`config.mk`:
```
export PLATFORM = sky130hd
export DESIGN_NAME = permu_opqueue_sched
export DESIGN_NICKNAME = d
export VERILOG_FILES = /design/src/rtl/permu_opqueue_sched.sv
export SDC_FILE = /design/constraint.sdc
export NUM_CORES = 1
export LEC_CHECK = 0
export CAP_MARGIN = 5
export CORE_UTILIZATION = 30
export CTS_CLUSTER_DIAMETER = 80
export DETAILED_ROUTE_END_ITERATION = 7
export PLACE_DENSITY_LB_ADDON = 0.15
export SYNTH_ARGS = -nofsm -noshare
export SYNTH_HDL_FRONTEND = slang
export SYNTH_SLANG_ARGS = --single-unit
```
`constraint.sdc`:
```
create_clock -name clk_i -period 3 [get_ports clk_i]
set_input_delay 0.6 -clock clk_i [delete_from_list [all_inputs] [get_ports clk_i]]
set_output_delay 0.6 -clock clk_i [all_outputs]
set_load 0.02 [all_outputs]
```
`src/rtl/permu_opqueue_sched.sv`:
```
// Round-robin scheduler sharing one permutation operand queue between several requesters.
// Issues credit-limited VRF reads and reports completion once the queue pops the command.
module permu_opqueue_sched #(
    parameter int unsigned NrReq     = 2,
    parameter int unsigned AddrWidth = 9,
    parameter int unsigned CntWidth  = 8
) (
    input  logic                       clk_i,
    input  logic                       rst_ni,
    input  logic                       flush_i,
    input  logic [NrReq-1:0]           req_valid_i,
    input  logic [NrReq*AddrWidth-1:0] req_addr_i,
    input  logic [NrReq*CntWidth-1:0]  req_words_i,
    input  logic [NrReq-1:0]           req_fu_i,
    output logic [NrReq-1:0]           req_ready_o,
    output logic [NrReq-1:0]           req_done_o,
    output logic                       opq_cmd_valid_o,
    output logic [CntWidth-1:0]        opq_cmd_words_o,
    output logic                       opq_cmd_fu_o,
    input  logic                       opq_ready_i,
    input  logic                       opq_cmd_pop_i,
    output logic                       vrf_req_o,
    output logic [AddrWidth-1:0]       vrf_addr_o,
    input  logic                       vrf_gnt_i,
    output logic                       operand_issued_o,
    output logic                       busy_o
);

    localparam int unsigned PtrWidth = (NrReq > 1) ? $clog2(NrReq) : 1;

    localparam logic [1:0] StIdle  = 2'd0;
    localparam logic [1:0] StIssue = 2'd1;
    localparam logic [1:0] StDrain = 2'd2;

    logic [1:0]           r_state;
    logic [PtrWidth-1:0]  r_rrPtr;
    logic [PtrWidth-1:0]  r_grantIdx;
    logic [AddrWidth-1:0] r_baseAddr;
    logic [CntWidth-1:0]  r_words;
    logic [CntWidth-1:0]  r_issuedCnt;
    logic                 r_earlyPop;

    logic                 w_grantFound;
    logic [PtrWidth-1:0]  w_grantIdx;
    logic [PtrWidth-1:0]  w_candIdx;
    logic [PtrWidth-1:0]  w_nextPtr;
    logic [CntWidth-1:0]  w_grantWords;
    logic [AddrWidth-1:0] w_grantAddr;
    logic                 w_grant;
    logic                 w_issueReq;
    logic                 w_xfer;
    logic                 w_lastXfer;
    logic                 w_done;

    // First valid requester at or after the round-robin pointer, wrapping around.
    always_comb begin
        w_grantFound = 1'b0;
        w_grantIdx   = '0;
        w_candIdx    = '0;
        for (int unsigned k = 0; k < NrReq; k++) begin
            w_candIdx = PtrWidth'((32'(r_rrPtr) + k) % NrReq);
            if (!w_grantFound && req_valid_i[w_candIdx]) begin
                w_grantFound = 1'b1;
                w_grantIdx   = w_candIdx;
            end
        end
    end

    assign w_nextPtr    = (w_grantIdx == PtrWidth'(NrReq - 1)) ? '0 : w_grantIdx + PtrWidth'(1);
    assign w_grantWords = req_words_i[w_grantIdx*CntWidth +: CntWidth];
    assign w_grantAddr  = req_addr_i[w_grantIdx*AddrWidth +: AddrWidth];

    // Flush overrides every event of its cycle, so it masks grant, request and done.
    assign w_grant    = (r_state == StIdle) && w_grantFound && !flush_i;
    assign w_issueReq = (r_state == StIssue) && opq_ready_i && !flush_i;
    assign w_xfer     = w_issueReq && vrf_gnt_i;
    assign w_lastXfer = w_xfer && ((r_issuedCnt + CntWidth'(1)) == r_words);
    assign w_done     = (r_state == StDrain) && !flush_i && (opq_cmd_pop_i || r_earlyPop);

    always_comb begin
        for (int unsigned k = 0; k < NrReq; k++) begin
            req_ready_o[k] = w_grant && (w_grantIdx == PtrWidth'(k));
            req_done_o[k]  = w_done && (r_grantIdx == PtrWidth'(k));
        end
    end

    assign opq_cmd_valid_o  = w_grant;
    assign opq_cmd_words_o  = w_grant ? (w_grantWords - CntWidth'(1)) : '0;
    assign opq_cmd_fu_o     = w_grant && req_fu_i[w_grantIdx];
    assign vrf_req_o        = w_issueReq;
    assign vrf_addr_o       = (r_state == StIssue) ? (r_baseAddr + AddrWidth'(r_issuedCnt)) : '0;
    assign operand_issued_o = w_xfer;
    assign busy_o           = (r_state != StIdle);

    always_ff @(posedge clk_i or negedge rst_ni) begin
        if (!rst_ni) begin
            r_state     <= StIdle;
            r_rrPtr     <= '0;
            r_grantIdx  <= '0;
            r_baseAddr  <= '0;
            r_words     <= '0;
            r_issuedCnt <= '0;
            r_earlyPop  <= 1'b0;
        end else if (flush_i) begin
            r_state     <= StIdle;
            r_issuedCnt <= '0;
            r_earlyPop  <= 1'b0;
        end else begin
            case (r_state)
                StIdle: begin
                    if (w_grant) begin
                        r_state     <= StIssue;
                        r_rrPtr     <= w_nextPtr;
                        r_grantIdx  <= w_grantIdx;
                        r_baseAddr  <= w_grantAddr;
                        r_words     <= w_grantWords;
                        r_issuedCnt <= '0;
                        r_earlyPop  <= 1'b0;
                    end
                end
                StIssue: begin
                    // A pop can overtake the last read; remember it so DRAIN exits at once.
                    if (opq_cmd_pop_i) begin
                        r_earlyPop <= 1'b1;
                    end
                    if (w_xfer) begin
                        r_issuedCnt <= r_issuedCnt + CntWidth'(1);
                    end
                    if (w_lastXfer) begin
                        r_state <= StDrain;
                    end
                end
                StDrain: begin
                    if (w_done) begin
                        r_state     <= StIdle;
                        r_issuedCnt <= '0;
                        r_earlyPop  <= 1'b0;
                    end
                end
                default: begin
                    r_state <= StIdle;
                end
            endcase
        end
    end

endmodule

```
==> flow_metrics.py <==
metrics = {
    "pwr": {
        "vdd_drop_max_mv": 0.195,
        "intPower_mw": 0.995,
        "combinationalPowerShare_pct": 42.5,
        "powerDensity_nw_per_um2": 414,
        "total_power_mw": 1.51,
        "power.leakage_nw": 1.68,
        "p_switching_mw": 0.510,
        "p_clk_share_pct": 22.1,
        "power_frac_seq_pct": 35.3,
        "switching_share_pct": 33.9,
    },
    "logic_synthesis": {
        "ys_seq_area_share_pct": 32.8,
        "synth.net_count": 327,
        "synth_cell_type_count": 51,
        "synth-edff-count": 0,
        "yosysWarningCount": 0,
        "syn_area_per_cell_sq_um": 8.50,
        "synth_area_leaders": "dfrtp_1, ha_1, nor2_1",
        "synthFlopType": "dfrtp_1",
        "syn_inst": 269,
        "syn_area_sq_um": 2290,
        "ys_seq_elements": 30,
        "synth_area_leader_cell": "dfrtp_1",
        "synth_async_sr_flop_share_pct": 100,
        "netlist.area_leader.share_pct": 32.8,
    },
    "critical_path": {
        "worstSetupStartpointType": "flop",
        "regToRegSetupSlack_ns": 0.80,
        "slowest_delay_ns": 0.40,
        "worstPathCellList": "ha_1, a21o_1, a21oi_2, o21ai_1, a2111oi_2, nor3_1, mux2i_1, buf_2",
        "worstSetupEndpointType": "primary output",
        "crit_type": "reg2out",
        "cpMaxStageDelayCell": "dfrtp_1",
        "path_max_fanout": 3,
        "crit_required_ns": 2.40,
        "critPathArrivalTime_ns": 2.29,
    },
    "clock_network": {
        "clock-sinks": 30,
        "cts_tree": "yes",
        "cts_made_buffers": 5,
        "htreeDepth": 2,
        "clock_latency_ns": 0.28,
        "cts_root_buffer": "clkbuf_8",
        "ctsHoldBuffers": 0,
        "cts.clk_slew.worst_paths_ns": 0.06,
        "cts_buffer_depth": 2,
    },
    "final_layout": {
        "utilization_pct": 49.9,
        "num-nets-final": 446,
        "drive_gt1_share_pct": 26.5,
        "seqCellArea_sq_um": 751,
        "multiInputGateArea_sq_um": 1520,
        "fillCellCount": 743,
        "diodes": 0,
        "syn_to_final_growth_pct": 59.1,
    },
    "place": {
        "gp_congestion": 0.827,
        "port_buffers": 69,
        "pre_cts_ws_ns": -0.491,
        "dp_hpwl_um": 5150,
    },
    "floorplanning": {
        "io_pins": 70,
        "start_util_pct": 31.4,
        "die_h_um": 89.3,
        "die_x_um": 89.3,
        "design.core.area_sq_um": 7290,
        "num_rows": 31,
        "dieArea_sq_um": 7980,
    },
    "grt": {
        "antenna_found_initial": 0,
        "grt_remaining_overflow": 0,
        "grt_pass1_wl_um": 10800,
        "track_usage_pct": 17.8,
        "grt_max_degree": 31,
        "first_global_vias": 2260,
    },
    "drt": {
        "drtIter0Drc": 120,
        "drc": 0,
        "vias_per_cell": 4.74,
        "post_drt_wl_per_cell_um": 13.3,
        "ant_nets": 0,
        "drtPass1Iterations": 5,
        "routed_wl_um": 6490,
        "via_count": 2315,
    },
    "timing": {
        "setup_viol": 0,
        "hold_violations": 0,
        "fmax_mhz": 346,
        "rsz0062_at_grt": "false",
        "worst_slack_ns": 0.111,
        "tightest_slew_ns": 0.525,
        "final-max-slew-violation-count": 0,
        "finalCritPeriodShare_pct": 96.3,
        "fin_skew_ns": 0.00838,
        "slew_headroom_pct": 64.9,
        "fin_crit_ns": 2.89,
        "tns_ns": 0,
    },
    "job": {
        "maxCapViolations": 0,
    },
    "worst_hold_path": {
        "min_path_type": "reg2reg",
    },
    "run_status": {
        "outcome": "completed",
    },
}
==> path summary, 6_finish.rpt <==
| path | cells after the start | end | from |
|---|---|---|---|
| setup / recovery | 8 | vrf_addr_o[7] | r_baseAddr[1]$_DFFE_PN0P_ |
| hold / removal | 1 | r_rrPtr$_DFFE_PN0P_ | r_rrPtr$_DFFE_PN0P_ |
| setup reg to reg | 8 | r_state[0]$_DFFE_PN0P_ | r_issuedCnt[0]$_DFFE_PN0P_ |
| hold reg to reg | 1 | r_rrPtr$_DFFE_PN0P_ | r_rrPtr$_DFFE_PN0P_ |
| max in group asynchronous | 2 | r_issuedCnt[5]$_DFFE_PN0P_ | rst_ni |
| min in group asynchronous | 2 | r_baseAddr[5]$_DFFE_PN0P_ | rst_ni |
==> final cells by class <==
cell class / instances / area share [%]
multi-input combinational: 206 / 41.6
inverter: 21 / 2.17
tap: 99 / 3.40
clock buffer: 7 / 2.37
timing repair buffer: 124 / 29.6
clock inverter: 1 / 0.138
sequential: 30 / 20.6
==> placed cells by master, fill, tap and decap left out, types with 3 or more instances in the layout <==
master,count
a21o_1,4
ha_1,12
o31ai_1,3
a222oi_1,9
nand2b_1,8
a21oi_1,4
and2_1,3
nand4_1,3
nor3_1,9
dfrtp_1,30
o21ai_0,20
mux2i_2,5
nor2_1,30
a21oi_2,3
dlygate4sd2_1,8
nor2b_1,5
nand2_2,3
xnor2_1,9
xor2_1,6
inv_1,20
buf_4,58
nand2_1,19
a211oi_1,3
clkbuf_8,6
mux2i_1,6
nor3_2,4
clkdlybuf4s50_1,50
==> state kept, by name, summed over array words and instances, names as in the netlist <==
name and cells:
r_baseAddr 9, r_rrPtr 1, r_issuedCnt 8, r_state 2, r_words 8, r_earlyPop 1
r_grantIdx 1
==> power groups by stage <==
stage / logic (mW) / registers (mW) / clock network (mW)
2_1_floorplan: 0.345 / 0.520 / 0
4_1_cts: 0.623 / 0.532 / 0.344
3_5_place_dp: 0.629 / 0.540 / 0
6_report: 0.640 / 0.532 / 0.333
3_3_place_gp: 0.624 / 0.537 / 0
5_1_grt: 0.707 / 0.541 / 0.360
==> layer usage <==
layer  wire, um  global-route usage (%)
met1       3070                    24.7
met2       2970                    28.8
met3        362                    3.32
met4         83                    4.18
met5          0                       0
==> critical path: cells and delay by family (launching register included) <==
kind	cells	cell delay, ns
simple gates	1	0.11
flops	1	0.40
buf+inv	1	0.18
mux	1	0.15
fa+ha+maj	1	0.30
compound gates	4	0.87
==> per-stage QoR <==
step,instance area [sq um],hold slack (ns),cells
after floorplan,2290,0.304,269
after global placement,3450,0.483,478
after detailed placement,3450,0.483,478
after CTS,3540,0.497,487
after global routing,3640,0.506,488
final,3640,0.495,488
==> synth_stat cells, types with 2 or more instances <==
cell type,instances
buf_2,4
clkbuf_1,7
inv_1,20
ha_1,13
nand4_1,3
or3_1,2
o21ai_0,22
xor2_1,7
nand2_1,21
a2111oi_0,2
dfrtp_1,30
nor3_1,14
a211oi_1,3
o31ai_1,3
nor2b_1,6
a21oi_1,6
nand2b_1,8
mux2i_1,11
nor2_1,30
a221oi_1,2
xnor2_1,9
a222oi_1,9
and2_1,3
o21a_1,3
nand3_1,2
a21o_1,4
==> cell families (layout without fill, tap and decap cells) <==
| group | Yosys count | after routing | synth area share, % |
|---|---|---|---|
| compound gates | 63 | 63 | 19.6 |
| xor+xnor | 16 | 16 | 6.13 |
| fa+ha+maj | 14 | 14 | 7.99 |
| buf+inv | 33 | 153 | 5.80 |
| flops | 30 | 30 | 32.8 |
| mux | 12 | 12 | 5.31 |
| simple gates | 101 | 101 | 22.4 |
==> what timing repair did <==
action,CTS,global route
setup endpoints to repair,17,13
gates cloned,0,0
pin swaps,2,6
gates resized for setup,41,36
buffers inserted,1,1
Power figures use the tool's default switching activity.
